==> src/rtl/cpu_types_pkg.sv <==
// Shared CPU types for the dcache snoop path: responder state encoding and
// snooped-address field layout.
package cpu_types_pkg;

    localparam int unsigned WORD_W     = 32;
    localparam int unsigned BYTE_OFF_W = 2;
    localparam int unsigned BLKOFF_BIT = 2;
    localparam int unsigned IDX_LSB    = 3;

    typedef enum logic [2:0] {
        IDLE   = 3'd0,
        LOOKUP = 3'd1,
        WB0    = 3'd2,
        WB1    = 3'd3,
        UPDATE = 3'd4,
        DONE   = 3'd5
    } snoop_state_t;

    // Tag occupies everything above the set index.
    function automatic int unsigned tag_width(input int unsigned idx_w);
        return WORD_W - IDX_LSB - idx_w;
    endfunction

endpackage

==> src/rtl/snoop_tag_match.sv <==
// Two-way tag compare for the snooped set; way 0 wins when both ways hit.
module snoop_tag_match #(
    parameter int unsigned TAG_W = 26,
    parameter int unsigned WAYS  = 2
) (
    input  logic [TAG_W-1:0]            tag,
    input  logic [WAYS-1:0][TAG_W-1:0]  way_tag,
    input  logic [WAYS-1:0]             way_valid,
    input  logic [WAYS-1:0]             way_dirty,
    output logic                        hit,
    output logic                        hit_way,
    output logic                        hit_dirty
);

    // Priority compare, way 0 first.
    always_comb begin
        hit       = 1'b0;
        hit_way   = 1'b0;
        hit_dirty = 1'b0;
        if (way_valid[0] && (way_tag[0] == tag)) begin
            hit       = 1'b1;
            hit_way   = 1'b0;
            hit_dirty = way_dirty[0];
        end else if (way_valid[1] && (way_tag[1] == tag)) begin
            hit       = 1'b1;
            hit_way   = 1'b1;
            hit_dirty = way_dirty[1];
        end else begin
            hit       = 1'b0;
            hit_way   = 1'b0;
            hit_dirty = 1'b0;
        end
    end

endmodule

==> src/rtl/snoop_responder.sv <==
// Dcache snoop responder: looks up a snooped block, writes back a dirty copy
// over the dcache bus port, then downgrades or invalidates the frame.
module snoop_responder
    import cpu_types_pkg::*;
#(
    parameter int unsigned IDX_W = 3,
    parameter int unsigned WAYS  = 2,
    localparam int unsigned TAG_W = tag_width(IDX_W)
) (
    input  logic                        CLK,
    input  logic                        nRST,
    input  logic                        ccwait,
    input  logic                        ccinv,
    input  logic [31:0]                 ccsnoopaddr,
    input  logic                        dwait,
    input  logic                        cache_idle,
    input  logic [WAYS-1:0][TAG_W-1:0]  way_tag,
    input  logic [WAYS-1:0]             way_valid,
    input  logic [WAYS-1:0]             way_dirty,
    input  logic [31:0]                 rd_data,
    output logic [IDX_W-1:0]            snoop_idx,
    output logic                        rd_way,
    output logic                        rd_blkoff,
    output logic                        upd_en,
    output logic                        upd_way,
    output logic                        upd_valid,
    output logic                        upd_dirty,
    output logic                        ccwrite,
    output logic                        cctrans,
    output logic                        snoop_active,
    output logic                        dWEN,
    output logic [31:0]                 daddr,
    output logic [31:0]                 dstore
);

    snoop_state_t       state_r;
    snoop_state_t       state_next_s;
    logic [TAG_W-1:0]   tag_r;
    logic [IDX_W-1:0]   idx_r;
    logic               inv_r;
    logic               hit_r;
    logic               hit_way_r;
    logic               dirty_r;
    logic               cctrans_r;
    logic               match_hit_s;
    logic               match_way_s;
    logic               match_dirty_s;
    logic               accept_s;
    logic               addr_unused_s;

    // Block offset and byte bits are regenerated per writeback word.
    assign addr_unused_s = ^ccsnoopaddr[IDX_LSB-1:0];
    assign accept_s      = (state_r == IDLE) && ccwait && cache_idle;
    assign cctrans       = cctrans_r;

    snoop_tag_match #(
        .TAG_W (TAG_W),
        .WAYS  (WAYS)
    ) u_tag_match (
        .tag       (tag_r),
        .way_tag   (way_tag),
        .way_valid (way_valid),
        .way_dirty (way_dirty),
        .hit       (match_hit_s),
        .hit_way   (match_way_s),
        .hit_dirty (match_dirty_s)
    );

    // State register.
    always_ff @(posedge CLK or negedge nRST) begin
        if (!nRST) begin
            state_r <= IDLE;
        end else begin
            state_r <= state_next_s;
        end
    end

    // Snoop request capture and registered lookup result.
    always_ff @(posedge CLK or negedge nRST) begin
        if (!nRST) begin
            tag_r     <= {TAG_W{1'b0}};
            idx_r     <= {IDX_W{1'b0}};
            inv_r     <= 1'b0;
            hit_r     <= 1'b0;
            hit_way_r <= 1'b0;
            dirty_r   <= 1'b0;
        end else begin
            if (accept_s) begin
                tag_r <= ccsnoopaddr[WORD_W-1 -: TAG_W];
                idx_r <= ccsnoopaddr[IDX_LSB +: IDX_W];
                inv_r <= ccinv;
            end
            if (state_r == LOOKUP) begin
                hit_r     <= match_hit_s;
                hit_way_r <= match_way_s;
                dirty_r   <= match_dirty_s;
            end
        end
    end

    // One-cycle pulse following every state change.
    always_ff @(posedge CLK or negedge nRST) begin
        if (!nRST) begin
            cctrans_r <= 1'b0;
        end else begin
            cctrans_r <= (state_next_s != state_r);
        end
    end

    // Next-state and state-decoded outputs.
    always_comb begin
        state_next_s = state_r;
        snoop_idx    = {IDX_W{1'b0}};
        rd_way       = 1'b0;
        rd_blkoff    = 1'b0;
        upd_en       = 1'b0;
        upd_way      = 1'b0;
        upd_valid    = 1'b0;
        upd_dirty    = 1'b0;
        ccwrite      = 1'b0;
        snoop_active = 1'b0;
        dWEN         = 1'b0;
        daddr        = 32'h0000_0000;
        dstore       = 32'h0000_0000;
        case (state_r)
            IDLE: begin
                if (ccwait && cache_idle) begin
                    state_next_s = LOOKUP;
                end else begin
                    state_next_s = IDLE;
                end
            end
            LOOKUP: begin
                snoop_active = 1'b1;
                snoop_idx    = idx_r;
                if (match_hit_s && match_dirty_s) begin
                    state_next_s = WB0;
                end else if (match_hit_s) begin
                    state_next_s = UPDATE;
                end else begin
                    state_next_s = DONE;
                end
            end
            WB0, WB1: begin
                snoop_active = 1'b1;
                snoop_idx    = idx_r;
                ccwrite      = 1'b1;
                dWEN         = dirty_r;
                rd_way       = hit_way_r;
                rd_blkoff    = (state_r == WB1);
                daddr        = {tag_r, idx_r, (state_r == WB1), 2'b00};
                dstore       = rd_data;
                if (!ccwait) begin
                    state_next_s = IDLE;
                end else if (dirty_r && !dwait) begin
                    state_next_s = (state_r == WB0) ? WB1 : UPDATE;
                end else begin
                    state_next_s = state_r;
                end
            end
            UPDATE: begin
                snoop_active = 1'b1;
                snoop_idx    = idx_r;
                // A clean hit that is not invalidated already has the target state.
                if (hit_r && (dirty_r || inv_r)) begin
                    upd_en    = 1'b1;
                    upd_way   = hit_way_r;
                    upd_valid = ~inv_r;
                    upd_dirty = 1'b0;
                end else begin
                    upd_en    = 1'b0;
                end
                state_next_s = DONE;
            end
            DONE: begin
                snoop_active = 1'b1;
                snoop_idx    = idx_r;
                if (!ccwait) begin
                    state_next_s = IDLE;
                end else begin
                    state_next_s = DONE;
                end
            end
            default: begin
                state_next_s = IDLE;
            end
        endcase
    end

endmodule

==> config.mk <==
export PLATFORM = sky130hd
export DESIGN_NAME = snoop_responder
export DESIGN_NICKNAME = d
export VERILOG_FILES = /design/src/rtl/cpu_types_pkg.sv /design/src/rtl/snoop_tag_match.sv /design/src/rtl/snoop_responder.sv
export SDC_FILE = /design/constraint.sdc
export NUM_CORES = 1
export LEC_CHECK = 0
export ABC_CLOCK_PERIOD_IN_PS = 2000
export CORE_AREA = 2 2 91 93
export CTS_CLUSTER_DIAMETER = 30
export DETAILED_ROUTE_END_ITERATION = 16
export DIE_AREA = 0 0 93 95
export GPL_TIMING_DRIVEN = 0
export PLACE_DENSITY = 0.77
export SYNTH_ARGS = -nofsm -noshare
export SYNTH_HDL_FRONTEND = slang
export SYNTH_SLANG_ARGS = --single-unit
==> constraint.sdc <==
create_clock -name CLK -period 2 [get_ports CLK]
set_input_delay 0.4 -clock CLK [delete_from_list [all_inputs] [get_ports CLK]]
set_output_delay 0.4 -clock CLK [all_outputs]
set_load 0.02 [all_outputs]
[Word level (Yosys, flattened, before mapping)]
Cells that the tools add are included.
Storage, ports and cells
  flip-flop bits (word level): 37
  latch bits: 0
  bits in writable memories: 0
  memory bits (read-only): 0
  input port bits: 126
  output and inout port bits: 77
  logic and storage cells: 57
  memories: 0
Cells by class
  add/sub/neg operators: 0
  multipliers: 0
  divide/modulo/power cells: 0
  order comparisons: 0
  equal/unequal tests: 8
  shifts and indexed selects: 0
  muxes and demuxes: 27
  bitwise operators: 1
  reductions and logical operators: 13
Operators by type and width (number)
  $mux 32: 2
  $eq 26x26->1: 2
  $mux 1: 18
  $mux 3: 6
  $pmux 3 s5: 1
  $logic_and 1x1->1: 8
  $eq 3x2->1 const B: 2
  $eq 3x3->1 const B: 2
  $reduce_or 5->1: 1
  $eq 3x1->1 const B: 1
  $logic_not 3->1: 1
  $ne 3x3->1: 1
  $reduce_or 2->1: 1
  $logic_not 1->1: 1
  $logic_or 1x1->1: 1
  $not 1->1: 1

[Depth between registers and ports, before layout]
  word-level depth: 8
  depth in mapped cells: 6
  mapped depth without buffers: 6

[Cells and area by module]
Synthesis repeated with hierarchy kept, for this count alone.
Second synthesis, totals
  cells, all modules: 261
  area total of the unflattened synthesis: 2760.1 sq um
Modules (own cells, without submodules)
  snoop_responder: times used 1, cells an instance 185, area each 2162.1 sq um, sequential area each 925.9 sq um
  snoop_tag_match: times used 1, cells an instance 76, area each 598.1 sq um, sequential area each 0.0 sq um

[Least setup slack after synthesis]
No wires, ideal clock.
  path type: flip-flop to output port
  start: reg state_r[2]
  end: out daddr[2]
  arrival: 1.667 ns
  required time: 1.600 ns
  path slack: -0.067 ns
  stages on the path, launching flop included: 7
  path buffers: 4
  cells stage by stage: dfrtp_1 > clkbuf_1 > nor2b_1 > clkbuf_1 > clkbuf_1 > and2_1 > buf_4
On the way
  cells in the longest elaborated chain, start to end: 3
  elaborated cells on any way between the ends: 4
  classes of those cells: eq/ne (2); mux (1); reduce/logical (1)
Ends and longest elaborated chain
  from (decl): line snoop_responder.sv:36  | snoop_state_t state_r;
  from (signal assigned): line snoop_responder.sv:74  | state_r <= state_next_s;
  $eq 3x2->1 (on tied branches): line snoop_responder.sv:125, snoop_responder.sv:151
  $reduce_or 2->1: line snoop_responder.sv:125  | case (state_r)
  $mux 32 (*): line snoop_responder.sv:125
  to (decl): line snoop_responder.sv:32  | output logic [31:0] daddr,
Every way passes the cells marked *; elsewhere a longest branch is shown, timed or not.

[Worst setup path after layout]
  start: reg state_r[1]
  end: out daddr[2]
Same word-level chain as after synthesis.

==> reports/metrics.csv <==
stage;metric;value;unit
timing;fmax;0.507;GHz
placement;placed_area;4690;µm²
power;powerDensity;820;nW/µm²
critical_path;arrival;1.57;ns
critical_path;cp-start-kind;register;
timing;rsz0062_at_grt;yes;
power;intPower;0.00242;W
floorplanning;fp.dieW;93;µm
clock_tree;cts_tree;done;
power;p_comb_share;46.3;%
synthesis;ys.flop_type;dfrtp_1;
critical_path;cpPeakStageDelay;0.43;ns
synthesis;ys_seq_area_share;36.0;%
global_route;grt_pass1_wl;13.4;mm
global_route;antenna_found_initial;0;
critical_path;cp_max_fo;10;
floorplanning;core;7930;µm²
clock_tree;cts_buffer_depth;2;
placement;dpl.hpwl;7.46;mm
placement;place_congestion;0.840;
detailed_routing;vias;2677;
clock_tree;htreeDepth;2;
floorplanning;die-height;95;µm
clock_tree;cts_hold_buf;0;
synthesis;netlist_instances;263;
critical_path;cp-end-kind;primary output;
power;p_sw_share;36.9;%
synthesis;synth_commonest_cells;and2_1 (67), xnor2_1 (39), dfrtp_1 (37);
detailed_routing;vias_per_cell;4.59;
global_route;track_usage;19.6;%
synthesis;yosys_register_bits;37;
synthesis;synth.most_common_cell;and2_1;
synthesis;synthXorXnorAreaFrac;18.0;%
critical_path;worstReg2RegStart;tag_r[21]$_DFFE_PN0P_;
timing;relSlewSlack;62.9;%
timing;fin_crit;1.97;ns
critical_path;crit_chain;nor2b_4 -> clkbuf_8 -> clkbuf_16 -> and2_4 -> buf_4 -> buf_6;
detailed_routing;wl_per_cell;15.6;µm
timing;fin_ws;0.0258;ns
critical_path;cp.buffers_inverters;4;
min_path;hp-class;primary input to async pin;
clock_tree;root_buffer;clkbuf_8;
clock_tree;clk_pin_slew_worst_paths;0.08;ns
synthesis;ys_types;32;
global_route;grt_pass1_vias;2708;
timing;final_max_slew_viol_count;0;
critical_path;rrSetupSlack;0.11;ns
synthesis;synthSimpleGateAreaFrac;25.0;%
detailed_routing;ant_nets;0;
timing;fin_tns_setup;0;ns
critical_path;setup.worst_path.class;register to primary output;
detailed_routing;drc;0;
power;p_total;0.00383;W
critical_path;cp_slowest_cell;dfrtp_2;
synthesis;postSynth.asyncResetShare;100;%
synthesis;synth_compound_area_share;3.40;%
timing;clock_skew;0.00591;ns
power;clockPowerShare;13.3;%
placement;port_buffers;196;
clock_tree;clock-sinks;37;
detailed_routing;routed_wl;9.10;mm
clock_tree;cts-buffers-inserted;5;
clock_tree;insertion_delay;0.29;ns
critical_path;critPathRequiredTime;1.60;ns
synthesis;synth_fa_ha_area_share;0;%
cells_and_area;final_layout_size_suffix_gt1_share;30.8;%
synthesis;synth-edff-count;0;
timing;hold_slack;0.0425;ns
synthesis;synth.top_cell.area_share;36.0;%
floorplanning;start_util;32.5;%
cells_and_area;diodes;0;
critical_path;ff2ff_path_depth;6;
floorplanning;num_rows;33;
status;status;finished clean;
critical_path;path_delay_family;buffers and inverters;
cells_and_area;final_area;4670;µm²
timing;finalHoldViolCount;0;
synthesis;synth_area_leaders;dfrtp_1 (36%), and2_1 (16%), mux2_2 (14%);
cells_and_area;syn_to_final_growth;81.5;%
global_route;grt-ovfl-total;0;
timing;setup_viol;0;
timing;fin_crit_sh;98.7;%
synthesis;synth_top_family_by_area;simple AND/OR/NAND/NOR gates;
synthesis;yosysTopAreaCell;dfrtp_1;
critical_path;r2r-end;dirty_r$_DFFE_PN0N_;
floorplanning;die_area;8840;µm²
job;max_cap_violations;0;
cells_and_area;fillCellCount;745;
timing;tightest_slew;0.552;ns
detailed_routing;initialDrtViolationCount;63;
synthesis;avgSynthCellArea;9.79;µm²
cells_and_area;final_net_count;603;
power;leakagePower;2.22;nW
power;seqPwrFrac;40.4;%
power;power.switching;0.00141;W
power;peakVddDrop;492;µV
global_route;grt_max_degree;24;
synthesis;synth_area;2570;µm²
floorplanning;io_pins;203;
synthesis;synth.mux.area_fraction;13.9;%
detailed_routing;drt_pass1_iterations;4;
synthesis;ys_warn_count;0;
placement;pre_cts_slack;-0.832;ns
-- worst max path at each step --
stage | start | to | slack (ns) | cells past startpoint
after floorplan | state_r[2]$_DFF_PN0_ | upd_way | 0.05 | 4
after global placement | state_r[2]$_DFF_PN0_ | daddr[2] | -0.80 | 7
after detailed placement | state_r[2]$_DFF_PN0_ | daddr[2] | -0.83 | 7
after CTS | state_r[1]$_DFF_PN0_ | upd_way | 0.01 | 5
after global routing | tag_r[9]$_DFFE_PN0P_ | dirty_r$_DFFE_PN0N_ | -0.06 | 6
final | state_r[1]$_DFF_PN0_ | daddr[2] | 0.03 | 6
-- routing by layer --
metal / part of all wire (%) / vias to the layer above / global-route usage (%) / wire, µm
li1: - / 1295 / - / -
met1: 37 / 1224 / 20.4 / 3330
met2: 51 / 149 / 37.1 / 4640
met3: 11 / 9 / 7.50 / 993
met4: 1.6 / 0 / 5.02 / 142
met5: 0 / - / 0 / 0
-- worst reg2reg max path, delay by kind of cell, from the launching register on --
kind             cells  cell delay [ns]
XOR/XNOR             1             0.17
flip-flops           1             0.42
multiplexers         2             0.48
AND/OR/NAND/NOR      3             0.69
-- power by group through the flow --
| stage | Sequential (W) | Combinational [W] | Clock, W |
|---|---|---|---|
| final | 0.00155 | 0.00177 | 0.000509 |
| after global routing | 0.00160 | 0.00194 | 0.000569 |
| after CTS | 0.00154 | 0.00168 | 0.000532 |
| after detailed placement | 0.00153 | 0.00168 | 0 |
| after global placement | 0.00151 | 0.00164 | 0 |
| after floorplan | 0.00141 | 0.00110 | 0 |
-- cells in the final DEF (no fill, tap or decap), types with 5 or more instances in the layout --
master             n
and2_1            66
buf_4             16
clkbuf_2           5
xnor2_2            5
dfrtp_1           31
dfrtp_2            6
nand4_1           12
xnor2_1           34
xor2_1            14
mux2_2            30
clkbuf_8           7
buf_2             63
dlymetal6s2s_1     8
nor2_1             6
clkdlybuf4s50_1  108
dlygate4sd2_1     13
-- registers in the layout, indices dropped and copies added, names as in the netlist --
register   flops
dirty_r        1
inv_r          1
cctrans        1
hit_way_r      1
hit_r          1
tag_r         26
state_r        3
idx_r          3
-- area by class of cell --
cell class                 count  area (µm²)  area share, %
tap                          105         131           2.81
multi-input combinational    209        1650           35.4
timing repair buffer         206        1730           37.1
buffer                        15         133           2.84
clock buffer                   8        80.1           1.71
inverter                       3        11.3          0.241
sequential                    37         933           20.0
-- cells by family after synthesis --
logic type             Yosys count
XOR/XNOR                        53
other                            1
buffers and inverters           19
AO/OA/AOI/OAI                   14
AND/OR/NAND/NOR                107
multiplexers                    32
flip-flops                      37
-- repair_timing --
action / in CTS / in global routing
pin swaps: 8 / 17
gates resized for setup: 272 / 53
cloned: 0 / 0
buffers inserted: 5 / 4
endpoints found under the setup margin: 78 / 36
-- per-stage QoR --
step,std cells,util (%)
finish,583,58.9
global route,583,58.9
CTS,579,59.5
detailed placement,567,59.2
floorplan,265,-
global placement,566,59.0
No activity file was read; power rests on OpenSTA's default activity.
